[config.mk]
export PLATFORM = sky130hd
export DESIGN_NAME = load_store_unit_flat
export DESIGN_NICKNAME = d
export VERILOG_FILES = /design/src/rtl/mips_mem_pkg.sv /design/src/rtl/load_store_unit_if.sv /design/src/rtl/lsu_lane_align.sv /design/src/rtl/load_store_unit.sv /design/src/flat_wrapper.sv
export SDC_FILE = /design/constraint.sdc
export NUM_CORES = 1
export LEC_CHECK = 0
export BUFFER_PORTS_ARGS = -buffer_cell sky130_fd_sc_hd__buf_2
export CORE_ASPECT_RATIO = 1.75
export CORE_MARGIN = 4
export CORE_UTILIZATION = 25
export CTS_CLUSTER_DIAMETER = 200
export CTS_CLUSTER_SIZE = 40
export DETAILED_ROUTE_END_ITERATION = 10
export PLACE_DENSITY_LB_ADDON = 0.08
export SYNTH_ARGS = -nofsm -noshare
export SYNTH_HDL_FRONTEND = slang
export SYNTH_SLANG_ARGS = --single-unit
[constraint.sdc]
create_clock -name Clk -period 1.85 [get_ports Clk]
set_clock_uncertainty 0.05 [all_clocks]
set_input_delay 0.0925 -clock Clk [delete_from_list [all_inputs] [get_ports Clk]]
set_output_delay 0.0925 -clock Clk [all_outputs]
set_load 0.01 [all_outputs]
[src/rtl/mips_mem_pkg.sv]
// mips_mem_pkg: size encodings, LSU state enum, default memory size and request legality check shared by the load/store unit
package mips_mem_pkg;
  localparam logic [1:0] SIZE_BYTE = 2'b00;
  localparam logic [1:0] SIZE_HALF = 2'b01;
  localparam logic [1:0] SIZE_WORD = 2'b10;
  localparam logic [1:0] SIZE_ILL  = 2'b11;
  localparam int unsigned MEM_BYTES_DEF = 64;
  typedef enum logic [1:0] {IDLE, RD, WR, RESP} lsu_state_e;
  function automatic logic req_err(input logic [1:0] size, input logic [31:0] addr, input int unsigned mem_bytes);
    return size == SIZE_ILL
        || (size == SIZE_HALF && addr[0])
        || (size == SIZE_WORD && addr[1:0] != 2'b00)
        || addr > mem_bytes - 4
`ifndef LOAD_STORE_UNIT_SUBWORD_EN
        || size != SIZE_WORD
`endif
        ;
  endfunction
endpackage

[src/rtl/load_store_unit_if.sv]
// load_store_unit_if: MEM-stage request/response handshake plus data-memory bus; slave = LSU view, master = pipeline/memory view
interface load_store_unit_if;
  logic        ReqValid;
  logic        ReqReady;
  logic        ReqWrite;
  logic [1:0]  ReqSize;
  logic        ReqSigned;
  logic [31:0] ReqAddr;
  logic [31:0] ReqWData;
  logic        RespValid;
  logic [31:0] RespRData;
  logic        RespError;
  logic [31:0] MemAddress;
  logic [31:0] MemDataOut;
  logic [31:0] MemDataIn;
  logic        MemRead;
  logic        MemWrite;
  modport slave (
    input  ReqValid, ReqWrite, ReqSize, ReqSigned, ReqAddr, ReqWData, MemDataIn,
    output ReqReady, RespValid, RespRData, RespError, MemAddress, MemDataOut, MemRead, MemWrite
  );
  modport master (
    output ReqValid, ReqWrite, ReqSize, ReqSigned, ReqAddr, ReqWData, MemDataIn,
    input  ReqReady, RespValid, RespRData, RespError, MemAddress, MemDataOut, MemRead, MemWrite
  );
endinterface

[src/rtl/lsu_lane_align.sv]
// lsu_lane_align: combinational lane extract with sign/zero extension (rdata) and sub-word store merge (merged); word/lane/size/sgn/wdata in, sub-word path only with LOAD_STORE_UNIT_SUBWORD_EN
module lsu_lane_align
  import mips_mem_pkg::*;
(
  input  logic [31:0] word,
  input  logic [1:0]  lane,
  input  logic [1:0]  size,
  input  logic        sgn,
  input  logic [31:0] wdata,
  output logic [31:0] rdata,
  output logic [31:0] merged
);
`ifdef LOAD_STORE_UNIT_SUBWORD_EN
  logic [4:0]  sh;
  logic [15:0] lane_half;
  logic [31:0] keep;
  always_comb begin
    sh = {lane, 3'b000};
    lane_half = 16'(word >> sh);
    keep = size == SIZE_BYTE ? 32'h0000_00ff : size == SIZE_HALF ? 32'h0000_ffff : 32'hffff_ffff;
    rdata = size == SIZE_BYTE ? {{24{sgn & lane_half[7]}}, lane_half[7:0]}
          : size == SIZE_HALF ? {{16{sgn & lane_half[15]}}, lane_half}
          : word;
    merged = (word & ~(keep << sh)) | ((wdata & keep) << sh);
  end
`else
  logic unused;
  assign unused = ^{lane, size, sgn};
  assign rdata  = word;
  assign merged = wdata;
`endif
endmodule

[src/rtl/load_store_unit.sv]
// load_store_unit: MIPS data-memory initiator (Clk, Reset, bus = load_store_unit_if.slave); IDLE/RD/WR/RESP FSM with alignment checks, RMW sub-word stores under LOAD_STORE_UNIT_SUBWORD_EN
module load_store_unit
  import mips_mem_pkg::*;
#(
  parameter int unsigned MEM_BYTES = MEM_BYTES_DEF
) (
  input logic Clk,
  input logic Reset,
  load_store_unit_if.slave bus
);
  lsu_state_e  state_q, state_d;
  logic        write_q, write_d;
  logic [1:0]  size_q, size_d;
  logic        signed_q, signed_d;
  logic [31:0] addr_q, addr_d;
  logic [31:0] wdata_q, wdata_d;
  logic [31:0] buf_q, buf_d;
  logic [31:0] rdata, merged;
  logic        err_in, err_q;
  logic        strobe;
  assign err_in = req_err(bus.ReqSize, bus.ReqAddr, MEM_BYTES);
  assign err_q  = req_err(size_q, addr_q, MEM_BYTES);
  always_comb begin
    state_d  = state_q;
    write_d  = write_q;
    size_d   = size_q;
    signed_d = signed_q;
    addr_d   = addr_q;
    wdata_d  = wdata_q;
    buf_d    = buf_q;
    case (state_q)
      IDLE: if (bus.ReqValid) begin
        write_d  = bus.ReqWrite;
        size_d   = bus.ReqSize;
        signed_d = bus.ReqSigned;
        addr_d   = bus.ReqAddr;
        wdata_d  = bus.ReqWData;
        state_d  = err_in ? RESP : (bus.ReqWrite && bus.ReqSize == SIZE_WORD) ? WR : RD;
      end
      RD: begin
        buf_d   = bus.MemDataIn;
        state_d = write_q ? WR : RESP;
      end
      WR:      state_d = RESP;
      default: state_d = IDLE;
    endcase
  end
  always_ff @(posedge Clk) begin
    if (Reset) begin
      state_q  <= IDLE;
      write_q  <= 1'b0;
      size_q   <= SIZE_BYTE;
      signed_q <= 1'b0;
      addr_q   <= '0;
      wdata_q  <= '0;
      buf_q    <= '0;
    end else begin
      state_q  <= state_d;
      write_q  <= write_d;
      size_q   <= size_d;
      signed_q <= signed_d;
      addr_q   <= addr_d;
      wdata_q  <= wdata_d;
      buf_q    <= buf_d;
    end
  end
  lsu_lane_align u_align (
    .word   (buf_q),
    .lane   (addr_q[1:0]),
    .size   (size_q),
    .sgn    (signed_q),
    .wdata  (wdata_q),
    .rdata  (rdata),
    .merged (merged)
  );
  assign strobe         = state_q == RD || state_q == WR;
  assign bus.ReqReady   = state_q == IDLE;
  assign bus.MemRead    = state_q == RD;
  assign bus.MemWrite   = state_q == WR;
  assign bus.RespValid  = state_q == RESP;
  assign bus.RespError  = state_q == RESP && err_q;
  assign bus.RespRData  = (state_q == RESP && !err_q && !write_q) ? rdata : '0;
  assign bus.MemAddress = strobe ? {addr_q[31:2], 2'b00} : '0;
  assign bus.MemDataOut = state_q == WR ? merged : '0;
endmodule

[src/flat_wrapper.sv]
// flat-port wrapper written by rule: the top's interface ports become plain ports
module load_store_unit_flat import mips_mem_pkg::*;
#(
  parameter int unsigned MEM_BYTES = MEM_BYTES_DEF
)
  (Clk, Reset, bus_ReqValid, bus_ReqWrite, bus_ReqSize, bus_ReqSigned, bus_ReqAddr, bus_ReqWData, bus_MemDataIn, bus_ReqReady, bus_RespValid, bus_RespRData, bus_RespError, bus_MemAddress, bus_MemDataOut, bus_MemRead, bus_MemWrite);
  load_store_unit_if bus_i ();
  input logic Clk;
  input logic Reset;
  input wire logic [$bits(bus_i.ReqValid)-1:0] bus_ReqValid;
  input wire logic [$bits(bus_i.ReqWrite)-1:0] bus_ReqWrite;
  input wire logic [$bits(bus_i.ReqSize)-1:0] bus_ReqSize;
  input wire logic [$bits(bus_i.ReqSigned)-1:0] bus_ReqSigned;
  input wire logic [$bits(bus_i.ReqAddr)-1:0] bus_ReqAddr;
  input wire logic [$bits(bus_i.ReqWData)-1:0] bus_ReqWData;
  input wire logic [$bits(bus_i.MemDataIn)-1:0] bus_MemDataIn;
  output wire logic [$bits(bus_i.ReqReady)-1:0] bus_ReqReady;
  output wire logic [$bits(bus_i.RespValid)-1:0] bus_RespValid;
  output wire logic [$bits(bus_i.RespRData)-1:0] bus_RespRData;
  output wire logic [$bits(bus_i.RespError)-1:0] bus_RespError;
  output wire logic [$bits(bus_i.MemAddress)-1:0] bus_MemAddress;
  output wire logic [$bits(bus_i.MemDataOut)-1:0] bus_MemDataOut;
  output wire logic [$bits(bus_i.MemRead)-1:0] bus_MemRead;
  output wire logic [$bits(bus_i.MemWrite)-1:0] bus_MemWrite;
  assign bus_i.ReqValid = bus_ReqValid;
  assign bus_i.ReqWrite = bus_ReqWrite;
  assign bus_i.ReqSize = bus_ReqSize;
  assign bus_i.ReqSigned = bus_ReqSigned;
  assign bus_i.ReqAddr = bus_ReqAddr;
  assign bus_i.ReqWData = bus_ReqWData;
  assign bus_i.MemDataIn = bus_MemDataIn;
  assign bus_ReqReady = bus_i.ReqReady;
  assign bus_RespValid = bus_i.RespValid;
  assign bus_RespRData = bus_i.RespRData;
  assign bus_RespError = bus_i.RespError;
  assign bus_MemAddress = bus_i.MemAddress;
  assign bus_MemDataOut = bus_i.MemDataOut;
  assign bus_MemRead = bus_i.MemRead;
  assign bus_MemWrite = bus_i.MemWrite;
  load_store_unit #(.MEM_BYTES(MEM_BYTES)) u_core (.Clk(Clk), .Reset(Reset), .bus(bus_i));
endmodule
==> out/summary.md <==
The ratio of cells with drive above 1 in the final layout is 29.5%, and the worst path required time is 1.71 ns. Once placement completed, the tool counted placed cells totaling 950. The kind of end point of the critical path is a primary output.

Setup slack of the critical path after layout: -0.270 ns. The data arrival time of the critical path was 1.98 ns; the count of buffers inserted at the top-level ports was 200. Derived from the worst setup path, the maximum achievable clock frequency is 472 MHz.

At the end of routability-driven placement, the weighted congestion stood at 0.743. The post-route minimum period is 2.12 ns. Leaving out fill and tap cells, the most frequent cells in the layout are sky130_fd_sc_hd__buf_2, sky130_fd_sc_hd__nand2_1, sky130_fd_sc_hd__dlygate4sd3_1. Setup repair after global routing could not meet its margin everywhere. The run gives 4793 as the number of global-route vias before repair. After synthesis, the share of flip-flops with an asynchronous set or reset is 0%. The largest individual stage delay along the critical path comes from the cell sky130_fd_sc_hd__dfxtp_2. Traced cell by cell, the critical path runs through nor4_2 -> buf_4 -> nand4_1 -> nor4_4 -> buf_12 -> and2_1 -> buf_2.

The flow ran to the end, but the final reports show violations. The library cell used most frequently in the layout, excluding fill and tap cells, is sky130_fd_sc_hd__buf_2. The routed layout has 4618 vias. Across the VDD grid, the largest voltage drop is 0.563 mV.

In this run the remaining antenna-violating nets after routing total 0. Critical setup path kind: flip-flop to primary output. The number of primary I/O pins is 204, and the share of the clock period used by the worst path after layout is 115%. The finished cells cover 7050 um^2.

The tools report the clock network fraction of total power as 26.3%. The number of enable-type register cells in the synthesized netlist was 0. The post-synthesis cell type count is 26. The number of antenna violations at the first check in global routing is 0, and the total global routing track utilization is 14.4%. STA classifies the critical path startpoint as a flip-flop.

The area of the core was 17100 um^2; the power density normalized to cell area was 1060 nW/um^2. After the last flow step, the layout net total stands at 941. The worst hold path belongs to the class input pin to flip-flop.

The first global-routing pass estimated 22800 um of wire. The setup total negative slack came out at -8.10 ns. TritonCTS built the clock tree. The area of the die was 19800 um^2; the maximum single-stage delay on the critical path was 0.33 ns.

The logs give 25.6% for the initial standard-cell utilization of the core and 7470 uW for the total power of the final layout. The tools report the number of maximum-capacitance violations as 0. The repair_antennas step left the layout with diodes totalling 0.

Measured along the y axis, the die boundary spans 183 um. The run gives 5660 um^2 as the placed cell area. The largest fanout on the critical path was 32; the internal power component was 4980 uW. The number of register bits inferred by synthesis is 101, and the sequential share of power is 37.6%. In this run the static leakage power is 0.00319 uW.

The tools report the number of iterations in the first detailed-routing pass as 4. The final reports fail on negative setup slack. The logs give 41.2% for the share of the core filled with cells in the final layout and 63 for the number of rows created at floorplan. Mapped cell area: 4380 um^2. Relative to the synthesized area, the layout overhead comes to 60.9%. The run gives 3 as the number of H-tree levels. The global-route congestion overflow total is 0. Measured along the x axis, the die boundary spans 108 um.

The run gives 0.33 ns as the clock network latency to the later pin of the worst-skew pair. Once detailed placement completed, the half-perimeter wirelength came to 10400 um. Synthesis handed over a netlist of 547 instances.

The clock transition at the register clock pins on the worst setup and hold paths after CTS works out to 0.07 ns. The clock drives 101 sinks. The number of pins exceeding their max-slew limit in the final report came out at 0.

In the routed layout, each cell is associated on average with a via count of 4.34. Net switching is 33.3% of the power. Each instance of the synthesized netlist takes up on average 8.01 um^2. The number of clock buffers added by TritonCTS is 9. The tools report the final wirelength as 14500 um.

Number of setup violations in the final report: 32. The logs give 1751 for the number of fill cells in the layout and 2490 uW for the net switching power. The fraction of the yosys area taken by sequential cells was 46.1%. The post-route DRC violation count was 0; the worst-case register-to-register setup slack was 0.30 ns.

Cell at the root of the clock tree: sky130_fd_sc_hd__clkbuf_16. For the largest net degree at the start of global routing, the log shows 40. For the total count of hold-check failures in the final report, the log shows 0. The first routing iteration left 138 violations.

After detailed routing, the average wire length per cell comes to 13.6 um. The tools report the power share of the combinational group as 36.0%. The predominant post-synthesis flop cell is sky130_fd_sc_hd__dfxtp_1.

Counting along the longest clock path gives a buffer depth of 2. After the flow finishes, the layout carries non-filler instances totaling 1064. The run gives 0 as the yosys synthesis warning count.
-- worst max-delay path, delay by kind of cell, from the launching register on --
family	cells	cell delay (ns)
simple gates	4	0.83
flops	1	0.33
buf+inv	3	0.48
-- power groups by stage --
| stage | sequential, uW | clock, uW | combinational, uW |
|---|---|---|---|
| 4_1_cts | 2800 | 2060 | 2730 |
| 3_3_place_gp | 2830 | 0 | 2460 |
| 2_1_floorplan | 2770 | 0 | 1570 |
| 5_1_grt | 2870 | 2140 | 3030 |
| 6_report | 2810 | 1970 | 2690 |
| 3_5_place_dp | 2840 | 0 | 2480 |
-- synthesized netlist by cell type (2+ instances only) --
master	n	area share [%]
sky130_fd_sc_hd__buf_4	2	0.34
sky130_fd_sc_hd__ha_1	4	1.1
sky130_fd_sc_hd__nor2_1	36	3.1
sky130_fd_sc_hd__o211ai_1	2	0.34
sky130_fd_sc_hd__nor4b_1	2	0.40
sky130_fd_sc_hd__dfxtp_1	101	46
sky130_fd_sc_hd__mux2i_1	32	7.3
sky130_fd_sc_hd__inv_1	4	0.34
sky130_fd_sc_hd__buf_6	3	0.77
sky130_fd_sc_hd__and2_1	94	13
sky130_fd_sc_hd__nand2_1	137	12
sky130_fd_sc_hd__buf_2	4	0.46
sky130_fd_sc_hd__nor4_1	12	1.7
sky130_fd_sc_hd__buf_1	3	0.26
sky130_fd_sc_hd__nand4_1	4	0.57
sky130_fd_sc_hd__a21oi_1	69	7.9
sky130_fd_sc_hd__clkbuf_1	29	2.5
-- stage by stage --
step / setup WS (ns) / hold slack [ns]
6_report: -0.270 / 0.0997
5_1_grt: -0.419 / 0.117
4_1_cts: -0.321 / 0.0861
3_5_place_dp: -0.121 / 0.287
3_3_place_gp: -0.0315 / 0.286
2_1_floorplan: 0.176 / 0.169
-- sequential cells by signal, summed over array words and instances (netlist names) --
register        count
u_core.wdata_q     32
u_core.buf_q       32
u_core.size_q       2
u_core.state_q      2
u_core.addr_q      32
u_core.write_q      1
-- what timing repair did --
| item | in CTS | in global routing |
|---|---|---|
| endpoints found under the hold margin | 100 | 0 |
| pin swaps | 2 | 0 |
| endpoints found under the setup margin | 86 | 76 |
| buffers inserted | 1 | 0 |
| resized for setup | 10 | 8 |
| hold buffers | 99 | 0 |
-- logic make-up after synthesis --
logic type | Yosys count | synth area share [%]
compound gates | 73 | 8.54
other cells | 1 | 0.0856
fa+ha+maj | 4 | 1.14
simple gates | 291 | 32.1
flops | 101 | 46.1
mux | 32 | 7.31
buf+inv | 45 | 4.65
-- final cells by class --
cell class	count	area, um^2	share of cell area, %
multi-input combinational	402	2230	31.7
clock inverter	4	75.1	1.06
tap	227	284	4.03
timing repair buffer	316	2190	31.0
clock buffer	10	229	3.25
inverter	4	15.0	0.213
sequential	101	2030	28.7
-- routing by layer --
| metal | vias up | wire, um | global-route usage, % |
|---|---|---|---|
| li1 | 2328 | - | - |
| met1 | 2132 | 5700 | 15.2 |
| met2 | 141 | 7650 | 27.8 |
| met3 | 17 | 879 | 2.92 |
| met4 | 0 | 285 | 4.75 |
| met5 | - | 0 | 0 |
-- worst paths after layout --
| path | from | end | cells past startpoint |
|---|---|---|---|
| setup / recovery | u_core.addr_q[26] | bus_RespRData[16] | 7 |
| hold / removal | Reset | u_core.buf_q[8] | 2 |
| setup reg to reg | u_core.state_q[1] | u_core.state_q[0] | 6 |
| hold reg to reg | u_core.wdata_q[4] | u_core.wdata_q[4] | 2 |
(Power assumes the default switching activity.)
